--- src/rtl/bin_decode_skid.sv ---
// Binary-to-vector decoder (one-hot or thermometer) with a 2-entry result FIFO
// and a saturating count of accepted out-of-range codes.
module bin_decode_skid #(
    parameter int BIN_W     = 4,
    parameter int VEC_W     = 16,
    parameter int ERR_CNT_W = 8
) (
    input  logic                 clk,
    input  logic                 reset,
    input  logic                 in_valid_i,
    output logic                 in_ready_o,
    input  logic [BIN_W-1:0]     bin_i,
    input  logic                 mode_i,
    output logic                 out_valid_o,
    input  logic                 out_ready_i,
    output logic [VEC_W-1:0]     vec_o,
    output logic                 err_o,
    output logic [ERR_CNT_W-1:0] err_cnt_o
);

    if (VEC_W < 2 || VEC_W > (2 ** BIN_W)) begin : g_bad_vec_w
        $error("bin_decode_skid: VEC_W must lie in 2 .. 2**BIN_W");
    end

    localparam logic [BIN_W:0] VEC_LIM = (BIN_W + 1)'(VEC_W);

    logic [VEC_W-1:0]     vec_mem_q [2];
    logic [VEC_W-1:0]     vec_mem_d [2];
    logic                 err_mem_q [2];
    logic                 err_mem_d [2];
    logic                 rd_ptr_q;
    logic                 rd_ptr_d;
    logic [1:0]           count_q;
    logic [1:0]           count_d;
    logic [ERR_CNT_W-1:0] err_cnt_q;
    logic [ERR_CNT_W-1:0] err_cnt_d;

    logic [VEC_W-1:0]     dec_vec;
    logic                 dec_err;
    logic                 push;
    logic                 pop;
    logic                 wr_idx;

    always_comb begin
        dec_vec = '0;
        dec_err = ({1'b0, bin_i} >= VEC_LIM);
        for (int i = 0; i < VEC_W; i++) begin
            if (mode_i) begin
                dec_vec[i] = ((BIN_W + 1)'(i) <= {1'b0, bin_i});
            end else begin
                dec_vec[i] = ((BIN_W + 1)'(i) == {1'b0, bin_i});
            end
        end
        if (dec_err) begin
            dec_vec = '0;
        end
    end

    // Ready looks only at occupancy, never at out_ready_i.
    assign in_ready_o  = ~count_q[1] & ~reset;
    assign out_valid_o = |count_q;
    assign push        = in_valid_i & in_ready_o;
    assign pop         = out_valid_o & out_ready_i;
    assign wr_idx      = rd_ptr_q ^ count_q[0];

    assign vec_o     = vec_mem_q[rd_ptr_q];
    assign err_o     = err_mem_q[rd_ptr_q];
    assign err_cnt_o = err_cnt_q;

    always_comb begin
        vec_mem_d = vec_mem_q;
        err_mem_d = err_mem_q;
        rd_ptr_d  = rd_ptr_q;
        count_d   = count_q + {1'b0, push} - {1'b0, pop};
        err_cnt_d = err_cnt_q;
        if (push) begin
            vec_mem_d[wr_idx] = dec_vec;
            err_mem_d[wr_idx] = dec_err;
            if (dec_err && (err_cnt_q != '1)) begin
                err_cnt_d = err_cnt_q + 1'b1;
            end
        end
        if (pop) begin
            rd_ptr_d = ~rd_ptr_q;
        end
    end

    // Storage is cleared on reset so vec_o/err_o read zero afterwards.
    always_ff @(posedge clk) begin
        if (reset) begin
            vec_mem_q[0] <= '0;
            vec_mem_q[1] <= '0;
            err_mem_q[0] <= 1'b0;
            err_mem_q[1] <= 1'b0;
            rd_ptr_q     <= 1'b0;
            count_q      <= 2'd0;
            err_cnt_q    <= '0;
        end else begin
            vec_mem_q <= vec_mem_d;
            err_mem_q <= err_mem_d;
            rd_ptr_q  <= rd_ptr_d;
            count_q   <= count_d;
            err_cnt_q <= err_cnt_d;
        end
    end

endmodule

--- config.mk ---
export PLATFORM = sky130hd
export DESIGN_NAME = bin_decode_skid
export DESIGN_NICKNAME = d
export VERILOG_FILES = /design/src/rtl/bin_decode_skid.sv
export SDC_FILE = /design/constraint.sdc
export NUM_CORES = 1
export LEC_CHECK = 0
export ABC_CLOCK_PERIOD_IN_PS = 5300
export BUFFER_PORTS_ARGS = -buffer_cell sky130_fd_sc_hd__buf_4
export CAP_MARGIN = 20
export CORE_ASPECT_RATIO = 1.4
export CORE_MARGIN = 5
export CORE_UTILIZATION = 42
export DETAILED_ROUTE_END_ITERATION = 10
export GPL_ROUTABILITY_DRIVEN = 0
export HOLD_SLACK_MARGIN = 0.15
export PLACE_DENSITY = 0.62
export SLEW_MARGIN = 30
export SYNTH_ARGS = -nofsm -noshare
export SYNTH_HDL_FRONTEND = slang
export SYNTH_SLANG_ARGS = --single-unit
--- constraint.sdc ---
create_clock -name clk -period 5.3 [get_ports clk]
set_clock_uncertainty 0.15 [all_clocks]
set_input_delay 0.795 -clock clk [delete_from_list [all_inputs] [get_ports clk]]
set_output_delay 0.795 -clock clk [all_outputs]
set_load 0.01 [all_outputs]
==> summary.md, run 1 <==
| Metric | Value |
|---|---|
| Status | `completed` |
| Area taken by multi-input logic gates | `0.001096 mm^2` |
| Final net count | `around 240` |
| Worst Hold Class | `flop to flop` |
| CP top delay family | `buffers and inverters` |
| Remaining Overflow, GRT | `0` |
| Die Wd | `~68 um` |
| Post-synth cell types | `45` |
| Deepest clock path buffer count | `2` |
| Routed WL | `roughly 4.2 mm` |
| Initial antenna violation count | `0` |
| Start of the worst register-to-register path | `count_q[1]` |
| Setup_tns | `0 ns` |
| Async set-reset flop share out of synthesis | `0%` |
| Hold Buf Count CTS | `0` |
| RSZ-0062 raised after global routing | `false` |
| Endpoint type of the worst setup path | `flop` |
| Ys flop type | `dfxtp_1` |
| Worst path buffer plus inverter count | `4` |
| Register Area | `between 700 and 800 um^2` |
| Max-slew headroom | `52.69%` |
| I/O Buffers | `27` |
| Overall Global Routing Usage | `~14%` |
| Maximum clock frequency | `373.8 MHz` |
| Terminus of the critical flop-to-flop path | `count_q[1]` |
| Post-CTS setup buffers | `0` |
| # H-tree levels | `2` |
| Via density | `about 5.6` |
| Slowest CP cell | `ha_1` |
| Ranking of synthesized cells by area | `dfxtp_1, mux2_2, a21oi_1` |
| # clock sinks | `37` |
| Die Span Y | `about 91 um` |
| Area growth syn-to-layout | `12.96%` |
| CP Max Fanout | `38` |
| Register area share after synthesis | `between 30% and 40%` |
| Cell taking the most area after synthesis | `dfxtp_1` |
| R2r setup slk | `approximately 3 ns` |
| Final ANT Viol Nets | `0` |
| Post-detailed-route DRC marker count | `0` |
| Syn. warnings | `0` |
| R2R depth | `9` |
| Pleak | `around 0.85 nW` |
| Resize count post-CTS | `0` |
| Max_cap viols | `0` |
| Number of CTS-inserted buffers | `5` |
| Vias in the first global route | `approximately 1,600` |
| CTS tree | `yes` |
| Via count | `roughly 1,600` |
| WHS Endpoint | `vec_mem_q[18]` |
| Critical path cell sequence | `buf_4 -> nor3b_2 -> buf_4 -> inv_2 -> ha_1 -> inv_1 -> ha_1 -> xor2_1 -> xnor2_1 -> nor2_1` |
| Non-Filler Instances | `roughly 300` |
| IO Count | `36` |
| Placed cell count | `~290` |
| Worst path max stage delay | `about 0.34 ns` |
| Share of the synthesized area in the top cell type | `around 37%` |
| Crit share post-route | `between 50 and 60%` |
| Period minus WS final | `between 2 and 3 ns` |
| Crit path kind | `input port to flop` |
| Core Box Area | `around 0.0046 mm^2` |
| Final Hold Vio Count | `0` |
| Worst hold path startpoint | `vec_mem_q[18]` |
| Crit path DAT | `roughly 2.7 ns` |
| Worst hold path depth | `2` |
| CP Data Required Time | `5.31 ns` |
| Synth Instances | `between 200 and 250` |
| Post-Syn Area | `between 0.0015 and 0.002 mm^2` |
| # setup viols final | `0` |
| Clk slew on worst S/H paths | `0.07 ns` |
| Pwr/cell area | `415.1 mW/mm^2` |
| Dpl hpwl | `roughly 2.7 mm` |
| Worst-Margin Slew | `between 0.7 and 0.8 ns` |
| Root buf cell | `clkbuf_8` |
| Antenna Cells | `0` |
| DR iter-0 viols | `75` |
| Mapped Avg Cell Area | `9.037 um^2` |
| Post-synth EDFFs | `0` |
| Max Slew Vio Count | `0` |
| Layout fillers | `470` |
| Initial Util | `between 40% and 50%` |
| Std cell rows | `29` |
| Die footprint | `between 0.006 and 0.007 mm^2` |
| WL/cell | `14.07 um` |
| First-pass GRT wire length | `roughly 7.2 mm` |
| Share of layout cells above drive strength 1 | `27.35%` |
| Largest net degree at the start of global routing | `39` |
| Crit path launch type | `input port` |
| DRT Pass-1 Iters | `5` |
| Register bit total from synthesis | `37` |
| Peak VDD IR | `about 0.00023 V` |
| Clock Latency Late Sink | `approximately 0.29 ns` |
[layer usage]
metal	part of all wire, %	GRT usage, %
met3	3.9	3.086
met4	1.8	5.970
met5	0	0
met1	46	17.44
met2	48	24.14
[Yosys cell counts, types with 2 or more instances]
master,n
buf_2,7
mux2_2,19
o21ai_1,20
a21oi_1,31
o2111ai_1,6
nand4_1,12
and3_1,2
o21a_1,3
nor2_1,4
and2_1,2
inv_1,2
mux2i_1,3
nor3b_1,3
buf_1,2
nor3_1,2
clkbuf_1,10
nor2_2,2
dfxtp_1,37
nand3_1,2
buf_4,10
nand2_1,3
xnor2_1,2
o21bai_1,3
ha_1,2
a211oi_1,11
[report_power, final]
part           switching, mW  leakage, nW  internal (mW)
clock network         0.0959       0.0542          0.117
logic                  0.209        0.497          0.143
registers             0.0517        0.301          0.315
[area by class of cell]
type                            count  share of cell area, %
Clock buffer                        7                  4.290
Clock inverter                      1                 0.2228
Sequential cell                    37                  33.04
Tap cell                           62                  3.454
Inverter                            3                 0.5014
Timing Repair Buffer               29                  9.694
Multi-Input combinational cell    157                  48.80
[per-stage QoR]
step | power (mW) | instance area (um^2) | utilization (%) | hold WS [ns] | worst slack [ns]
final | 0.9322 | 2246 | 49.12 | 0.3156 | 2.625
after floorplan | 0.6460 | 2014 | - | 0.2813 | 2.883
after global placement | 0.7259 | 2143 | 46.88 | 0.3022 | 2.375
after CTS | 0.9410 | 2246 | 49.12 | 0.3164 | 2.616
after detailed placement | 0.7277 | 2145 | 46.91 | 0.3067 | 2.318
after global routing | 0.9921 | 2246 | 49.12 | 0.3414 | 2.431
[worst register-to-register path: stages, from the launching register on]
cell and delay, ns:
dfxtp_1 0.36, nor3b_2 0.19, buf_4 0.31, inv_2 0.25, ha_1 0.35, inv_1 0.05, ha_1 0.15, xor2_1 0.18
xnor2_1 0.14, nor2_1 0.05
[cell families (layout without fill, tap and decap cells)]
family / after synthesis / count (layout) / synth area share [%]
DFF: 37 / 37 / 37.26
and+or+nand+nor: 42 / 42 / 13.22
buffers and inverters: 33 / 40 / 8.936
xor gates and xnor gates: 5 / 5 / 3.525
other: 1 / 8 / 0.1886
adders and majority gates: 2 / 2 / 1.258
muxes: 22 / 22 / 12.27
AOI/OAI and AO/OA: 78 / 78 / 23.35
[worst max path at each step]
stage,from,endpoint,slack (ns),depth (start not counted)
after global routing,reset,count_q[1],2.43,10
final,reset,count_q[1],2.62,10
after global placement,reset,count_q[1],2.38,10
after floorplan,reset,count_q[1],2.88,9
after detailed placement,reset,count_q[1],2.32,10
after CTS,reset,count_q[1],2.62,10
[placed cells by master (no fill, tap or decap), types with 2 or more instances in the layout]
master and instances:
and2_1 2, nor2_1 4, o21ai_1 20, mux2_2 19, and3_1 2, nor3_1 2
nand4_1 12, ha_1 2, o2111ai_1 6, nor2_2 2, a211oi_1 11, nand3_1 2
xnor2_1 2, mux2i_1 3, buf_4 29, inv_1 2, o21bai_1 3, a21oi_1 31
nand2_1 3, conb_1 8, dfxtp_1 36, nor3b_1 3, clkbuf_8 7, o21a_1 3
[state kept, by name (all words and copies together) (netlist names)]
| name | count |
|---|---|
| vec_mem_q | 32 |
| err_mem_q | 2 |
| count_q | 2 |
| rd_ptr_q | 1 |
No activity file was read; power rests on OpenSTA's default activity.
==> inputs of run 2 (changes only) <==
Settings changed: ABC_CLOCK_PERIOD_IN_PS 5300 to 2800.
Clock period 5.3 ns to 2.8 ns, I/O delays scaled along.
==> run 2 against run 1 <==
Total power grew 88%. Highest routed layer unchanged. Sequential share of layout area shrank 0.093 points. Setup slack lost 1.9 ns. First-iteration DRC count shrank 13%. Global-route usage grew 0.49 points. Die area is the same. Hold slack lost 0.0071 ns. Core utilization grew 0.055 points. Design area grew 0.11%. Clock power grew 69%. Sequential cell count is the same. Critical path type is now flop to output port. Clock-buffer cell count shrank 1.
==> summary.md, run 2 (synthesis results as in run 1) <==
| Metric | Value |
|---|---|
| Pleak | `0.8574 nW (was 0.8522 nW)` |
| Root buf cell | `clkbuf_8 (unchanged)` |
| Antenna Cells | `0 (unchanged)` |
| Start of the worst register-to-register path | `rd_ptr_q (was count_q[1])` |
| Status | `completed (unchanged)` |
| Switching share of total power | `39.68% (was 38.29%)` |
| Terminus of the critical flop-to-flop path | `vec_mem_q[21] (was count_q[1])` |
| Gate power share | `42.8% (was 37.8%)` |
| Final net count | `247 (was 244)` |
| R2r setup slk | `0.97 ns (was 3.01 ns)` |
| Most frequent cells in the layout | `dfxtp_1, buf_4, a21oi_1 (was dfxtp_1, a21oi_1, buf_4)` |
| Deepest clock path buffer count | `2 (unchanged)` |
| Hold Buf Count CTS | `0 (unchanged)` |
| DR iter-0 viols | `65 (was 75)` |
| Worst Hold Class | `flop to flop (unchanged)` |
| Remaining Overflow, GRT | `0 (unchanged)` |
| Max_cap viols | `0 (unchanged)` |
| Std cell rows | `29 (unchanged)` |
| Crit path kind | `flop to output port (was input port to flop)` |
| Initial Util | `43.49% (unchanged)` |
| Initial antenna violation count | `0 (unchanged)` |
| CP Max Fanout | `20 (was 38)` |
| Largest net degree at the start of global routing | `39 (unchanged)` |
| Non-Filler Instances | `299 (was 296)` |
| Peak VDD IR | `0.0004372 V (was 0.0002288 V)` |
| Critical path endpoint | `vec_o[5] (was count_q[1])` |
| Max Slew Vio Count | `0 (unchanged)` |
| Maximum clock frequency | `~500 MHz` |
| Commonest non-fill, non-tap cell in the layout | `dfxtp_1 (unchanged)` |
| Crit path DAT | `1.46 ns (was 2.69 ns)` |
| Power Internal | `1.060 mW (was 575.3 uW)` |
| Design area | `0.002248 mm^2 (was 0.002246 mm^2)` |
| Die footprint | `0.006229 mm^2 (unchanged)` |
| WL/cell | `14.59 um (was 14.07 um)` |
| Via count | `1,613 (was 1,649)` |
| I/O Buffers | `27 (unchanged)` |
| Share of layout cells above drive strength 1 | `27.43% (was 27.35%)` |
| Power, Total | `1.757 mW (was 932.2 uW)` |
| Final ANT Viol Nets | `0 (unchanged)` |
| CP Data Required Time | `2.23 ns (was 5.31 ns)` |
| P_sw | `697.2 uW (was 356.9 uW)` |
| Via density | `5.395 (was 5.571)` |
| Setup WS pre-CTS | `0.7170 ns (was 2.318 ns)` |
| Post-detailed-route DRC marker count | `0 (unchanged)` |
| Crit path launch type | `flop (was input port)` |
| Clock network fraction of design power | `20.4% (was 22.9%)` |
| Die Wd | `68.15 um (unchanged)` |
| Clock Latency Late Sink | `0.29 ns (about the same)` |
| Resize count post-CTS | `0 (unchanged)` |
| Dpl hpwl | `2.769 mm (was 2.737 mm)` |
| # H-tree levels | `2 (unchanged)` |
| Area growth syn-to-layout | `13.09% (was 12.96%)` |
| # clock sinks | `37 (unchanged)` |
| Max reg flops | `32 (unchanged)` |
| Setup_tns | `0 ns (unchanged)` |
| Flop pwr share | `36.7% (was 39.3%)` |
| First-pass GRT wire length | `7.189 mm (was 7.169 mm)` |
| Largest reg by FF count | `vec_mem_q (unchanged)` |
| RSZ-0062 raised after global routing | `false (unchanged)` |
| Worst hold path depth | `2 (unchanged)` |
| Crit share post-route | `a little over 70%` |
| # setup viols final | `0 (unchanged)` |
| Largest regs | `vec_mem_q x32, count_q x2, err_mem_q x2 (unchanged)` |
| Vias in the first global route | `1,579 (was 1,576)` |
| Pwr/cell area | `781.5 mW/mm^2 (was 415.1 mW/mm^2)` |
| Post-CTS setup buffers | `0 (unchanged)` |
| R2R depth | `5 (was 9)` |
| Final worst slack | `0.7660 ns (was 2.625 ns)` |
| Post-DP Area | `0.002166 mm^2 (was 0.002145 mm^2)` |
| Endpoint type of the worst setup path | `output port (was flop)` |
| Overall Global Routing Usage | `14.95% (was 14.46%)` |
| Die Span Y | `91.41 um (unchanged)` |
| IO Count | `36 (unchanged)` |
| Period minus WS final | `between 2 and 2.5 ns` |
| Final Hold Vio Count | `0 (unchanged)` |
| Placed cell count | `291 (was 288)` |
| CP startpoint | `rd_ptr_q (was reset)` |
| Clk slew on worst S/H paths | `0.07 ns (about the same)` |
| DRT Pass-1 Iters | `2 (was 5)` |
| Routed WL | `4.363 mm (was 4.164 mm)` |
| Core Box Area | `0.004572 mm^2 (unchanged)` |
| Number of CTS-inserted buffers | `5 (unchanged)` |
| CTS tree | `yes (unchanged)` |
==> run 2: cell count changes in the layout (fill, tap and decap cells not counted), sizes merged <==
cell / previous run / this run
clkinv: 1 / 2
buf: 29 / 32
clkbuf: 7 / 6
==> run 2: power by group through the flow <==
| stage | sequential (mW) | clock, mW | combinational (mW) |
|---|---|---|---|
| 2_1_floorplan | 0.651 | 0 | 0.571 |
| 3_3_place_gp | 0.658 | 0 | 0.750 |
| 3_5_place_dp | 0.657 | 0 | 0.758 |
| 4_1_cts | 0.646 | 0.372 | 0.758 |
| 5_1_grt | 0.654 | 0.398 | 0.831 |
| 6_report | 0.646 | 0.359 | 0.752 |
==> run 2: through the flow <==
stage / hold slack (ns) / utilization, %
after global routing: 0.3366 / 49.18
final: 0.3085 / 49.18
after floorplan: 0.2813 / -
after CTS: 0.3137 / 49.18
after detailed placement: 0.3029 / 47.37
after global placement: 0.2931 / 47.37
==> run 2: metal layers <==
layer | up-vias | track usage (%) | part of all wire (%)
met5 | - | 0 | 0
met4 | 0 | 5.804 | 1.3
met3 | 6 | 4.074 | 3.2
met2 | 23 | 26.07 | 51
met1 | 756 | 16.62 | 44
li1 | 828 | - | -
==> run 2: how the worst min path moves through the flow <==
stage                  from      endpoint  slack [ns]
2_1_floorplan  vec_mem_q[2]  vec_mem_q[2]        0.28
3_3_place_gp   vec_mem_q[2]  vec_mem_q[2]        0.29
3_5_place_dp   vec_mem_q[2]  vec_mem_q[2]        0.30
4_1_cts        vec_mem_q[2]  vec_mem_q[2]        0.31
5_1_grt        vec_mem_q[2]  vec_mem_q[2]        0.34
6_report       vec_mem_q[2]  vec_mem_q[2]        0.31
==> run 2: layout make-up <==
type                    instances  area (um^2)
fillers                       457         2323
multi-input cells             157         1096
flip-flops and latches         37        740.7
repair buffers                 32        240.2
well taps                      62        77.57
clock buffers                   6        72.57
inverters                       3        11.26
clock inverters                 2        10.01
==> run 2: worst max-delay path: stages, from the launching register on <==
cell	delay, ns
dfxtp_1	0.31
buf_4	0.32
mux2_2	0.40
buf_4	0.15
==> inputs of run 3 (changes only) <==
Settings changed: ABC_AREA set to 1, ABC_CLOCK_PERIOD_IN_PS 2800 to 2100.
Clock period 2.8 ns to 2.1 ns, I/O delays scaled along.
==> run 3 against run 2 <==
Global-route usage decreased by 1.4 points. Synthesized cell count increased by 56%. Total power increased by 33%. Clock power increased by 31%. First-iteration DRC count increased by 42%. Critical path type is now input port to flop. Largest cell class unchanged.
==> summary.md, run 3 <==
| Metric | Value |
|---|---|
| Status | `completed (unchanged)` |
| Deepest clock path buffer count | `2 (unchanged)` |
| RSZ-0062 raised after global routing | `false (unchanged)` |
| Initial Util | `42.97% (was 43.49%)` |
| Crit path DAT | `2.00 ns (was 1.46 ns)` |
| Endpoint type of the worst setup path | `flop (was output port)` |
| Crit share post-route | `93.34%` |
| Largest reg by FF count | `vec_mem_q (unchanged)` |
| Cell taking the most area after synthesis | `dfxtp_1 (unchanged)` |
| Finished Core Util | `48.68% (was 49.18%)` |
| Worst path max stage delay | `0.54 ns (was 0.40 ns)` |
| Post-detailed-route DRC marker count | `0 (unchanged)` |
| Final Hold Vio Count | `0 (unchanged)` |
| # clock sinks | `37 (unchanged)` |
| Remaining Overflow, GRT | `0 (unchanged)` |
| Die Wd | `69.49 um (was 68.15 um)` |
| Maximum clock frequency | `around 510 MHz` |
| Design area | `0.002357 mm^2 (was 0.002248 mm^2)` |
| Register bit total from synthesis | `37 (unchanged)` |
| Register area share after synthesis | `35.60% (was 37.26%)` |
| CP Data Required Time | `2.14 ns (was 2.23 ns)` |
| Mapped Avg Cell Area | `6.049 um^2 (was 9.037 um^2)` |
| Period minus WS final | `~2 ns` |
| Overall Global Routing Usage | `13.56% (was 14.95%)` |
| Top-count cell post-synth | `nand2_1 (was dfxtp_1)` |
| Worst path buffer plus inverter count | `4 (was 2)` |
| Antenna Cells | `0 (unchanged)` |
| Post-Syn Area | `0.002081 mm^2 (was 0.001988 mm^2)` |
| Async set-reset flop share out of synthesis | `0% (unchanged)` |
| Die Span Y | `93.28 um (was 91.41 um)` |
| I/O Buffers | `27 (unchanged)` |
| Number of CTS-inserted buffers | `5 (unchanged)` |
| Most frequent cells in the layout | `nand2_1, nor2_1, inv_1 (was dfxtp_1, buf_4, a21oi_1)` |
| Post-CTS setup buffers | `0 (unchanged)` |
| Via count | `1,869 (was 1,613)` |
| Max Slew Vio Count | `0 (unchanged)` |
| First-pass GRT wire length | `7.107 mm (was 7.189 mm)` |
| # H-tree levels | `2 (unchanged)` |
| Initial antenna violation count | `0 (unchanged)` |
| Ranking of synthesized cells by area | `dfxtp_1, nand2_1, nor2_1 (was dfxtp_1, mux2_2, a21oi_1)` |
| Final net count | `379 (was 247)` |
| Max_cap viols | `0 (unchanged)` |
| Syn. warnings | `0 (unchanged)` |
| Via density | `4.316 (was 5.395)` |
| Crit path kind | `input port to flop (was flop to output port)` |
| Final ANT Viol Nets | `0 (unchanged)` |
| Max reg flops | `32 (unchanged)` |
| Post-synth cell types | `22 (was 45)` |
| Slowest CP cell | `dlygate4sd3_1 (was mux2_2)` |
| Pleak | `1.293 nW (was 0.8574 nW)` |
| Root buf cell | `clkbuf_8 (unchanged)` |
| Power, Total | `2.342 mW (was 1.757 mW)` |
| Routed WL | `4.192 mm (was 4.363 mm)` |
| Pwr/cell area | `993.5 mW/mm^2 (was 781.5 mW/mm^2)` |
| Share of layout cells above drive strength 1 | `12.74% (was 27.43%)` |
| Most frequent cells after synthesis | `nand2_1, nor2_1, inv_1 (was dfxtp_1, a21oi_1, o21ai_1)` |
| Ys flop type | `dfxtp_1 (unchanged)` |
| Share of the synthesized area in the top cell type | `35.60% (was 37.26%)` |
| Register Area | `740.7 um^2 (unchanged)` |
| DRT Pass-1 Iters | `4 (was 2)` |
| Layout fillers | `534 (was 457)` |
| Largest net degree at the start of global routing | `36 (was 39)` |
| IO Count | `36 (unchanged)` |
| Worst Hold Class | `input port to flop (was flop to flop)` |
| Post-synth EDFFs | `0 (unchanged)` |
| Die footprint | `0.006482 mm^2 (was 0.006229 mm^2)` |
| Critical path cell sequence | `dlygate4sd3_1 -> buf_4 -> inv_4 -> nand3_2 -> ha_1 -> inv_1 -> ha_1 -> xor2_1 -> nand2_1 -> nand2_1 -> nor2_1 (was buf_4 -> mux2_2 -> buf_4)` |
| CP Max Fanout | `3 (was 20)` |
| Post-DP Area | `0.002260 mm^2 (was 0.002166 mm^2)` |
| Commonest non-fill, non-tap cell in the layout | `nand2_1 (was dfxtp_1)` |
| Peak VDD IR | `0.0005051 V (was 0.0004372 V)` |
| CP top delay family | `buffers and inverters (unchanged)` |
| DR iter-0 viols | `92 (was 65)` |
| CTS tree | `yes (unchanged)` |
| Crit path launch type | `input port (was flop)` |
| Vias in the first global route | `1,639 (was 1,579)` |
| Core Box Area | `0.004842 mm^2 (was 0.004572 mm^2)` |
| Synth Instances | `344 (was 220)` |
| Clk slew on worst S/H paths | `0.07 ns (about the same)` |
| Area taken by multi-input logic gates | `0.001051 mm^2 (was 0.001096 mm^2)` |
| Largest regs | `vec_mem_q x32, count_q x2, err_mem_q x2 (unchanged)` |
| Std cell rows | `30 (was 29)` |
| # setup viols final | `0 (unchanged)` |
| Area growth syn-to-layout | `13.29% (was 13.09%)` |
| Clock Latency Late Sink | `0.28 ns (was 0.29 ns)` |
| Dpl hpwl | `3.025 mm (was 2.769 mm)` |
| Hold WS | `0.1954 ns (was 0.3085 ns)` |
| Setup_tns | `0 ns (unchanged)` |
| WL/cell | `9.681 um (was 14.59 um)` |
## run 3: cell types whose count changed after synthesis, sizes merged, moves of 11 or more
cell    previous run  this run
nand2              3       124
nor2               6        81
inv                3        44
a21oi             31         2
mux2              19         0
nand4             12         0
a211oi            11         0
## run 3: layout make-up
cell class / instances / area share [%]
Tap cell: 64 / 3.397
Multi-Input combinational cell: 249 / 44.59
Sequential cell: 37 / 31.42
Timing Repair Buffer: 31 / 9.979
Clock inverter: 2 / 0.4246
Inverter: 44 / 7.113
Clock buffer: 6 / 3.079
## run 3: repair_timing
action / 4_1_cts / 5_1_grt
hold buffers: 1 / 0
endpoints found under the hold margin: 2 / 0
setup endpoints to repair: 0 / 1
resized for setup: 0 / 1
## run 3: logic make-up after synthesis
| kind of cell | synth area share, % |
|---|---|
| buffers and inverters | 15.39 |
| XOR/XNOR | 0.4210 |
| other | 0.1802 |
| flip-flops | 35.60 |
| AND/OR/NAND/NOR | 42.15 |
| adder cells (fa/ha/maj) | 1.202 |
| AO/OA/AOI/OAI | 5.051 |
## run 3: where the power goes
part	switching [mW]	leakage [nW]	internal (mW)
Sequential	0.0750	0.302	0.854
Combinational	0.570	0.946	0.371
Clock	0.242	0.0450	0.230
Total	0.887	1.29	1.45
## run 3: path summary, 6_finish.rpt
| check | start | to | slack (ns) | depth (start not counted) |
|---|---|---|---|---|
| max | reset | count_q[1] | 0.14 | 11 |
| min | out_ready_i | rd_ptr_q | 0.20 | 3 |
| max reg2reg | count_q[1] | count_q[1] | 0.38 | 11 |
| min reg2reg | err_mem_q[0] | err_mem_q[0] | 0.30 | 2 |
## run 3: worst min-delay path: cells and delay by family
family	cells	cell delay [ns]
buf+inv	1	0.11
simple gates	1	0.09
compound gates	1	0.07
## run 3: per-layer routing
layer  up-vias  global-route usage (%)  share of wire (%)
met5         -                       0                  0
met4         0                   5.537               0.83
met3         2                   4.194                5.3
met2        37                   23.01                 47
met1       786                   15.79                 46
li1       1044                       -                  -
## run 3: stage by stage
step	instances	setup slack (ns)
floorplan	351	0.4161
CTS	433	0.1123
global route	433	0.02517
global placement	424	0.3858
finish	433	0.1399
detailed placement	424	0.3542
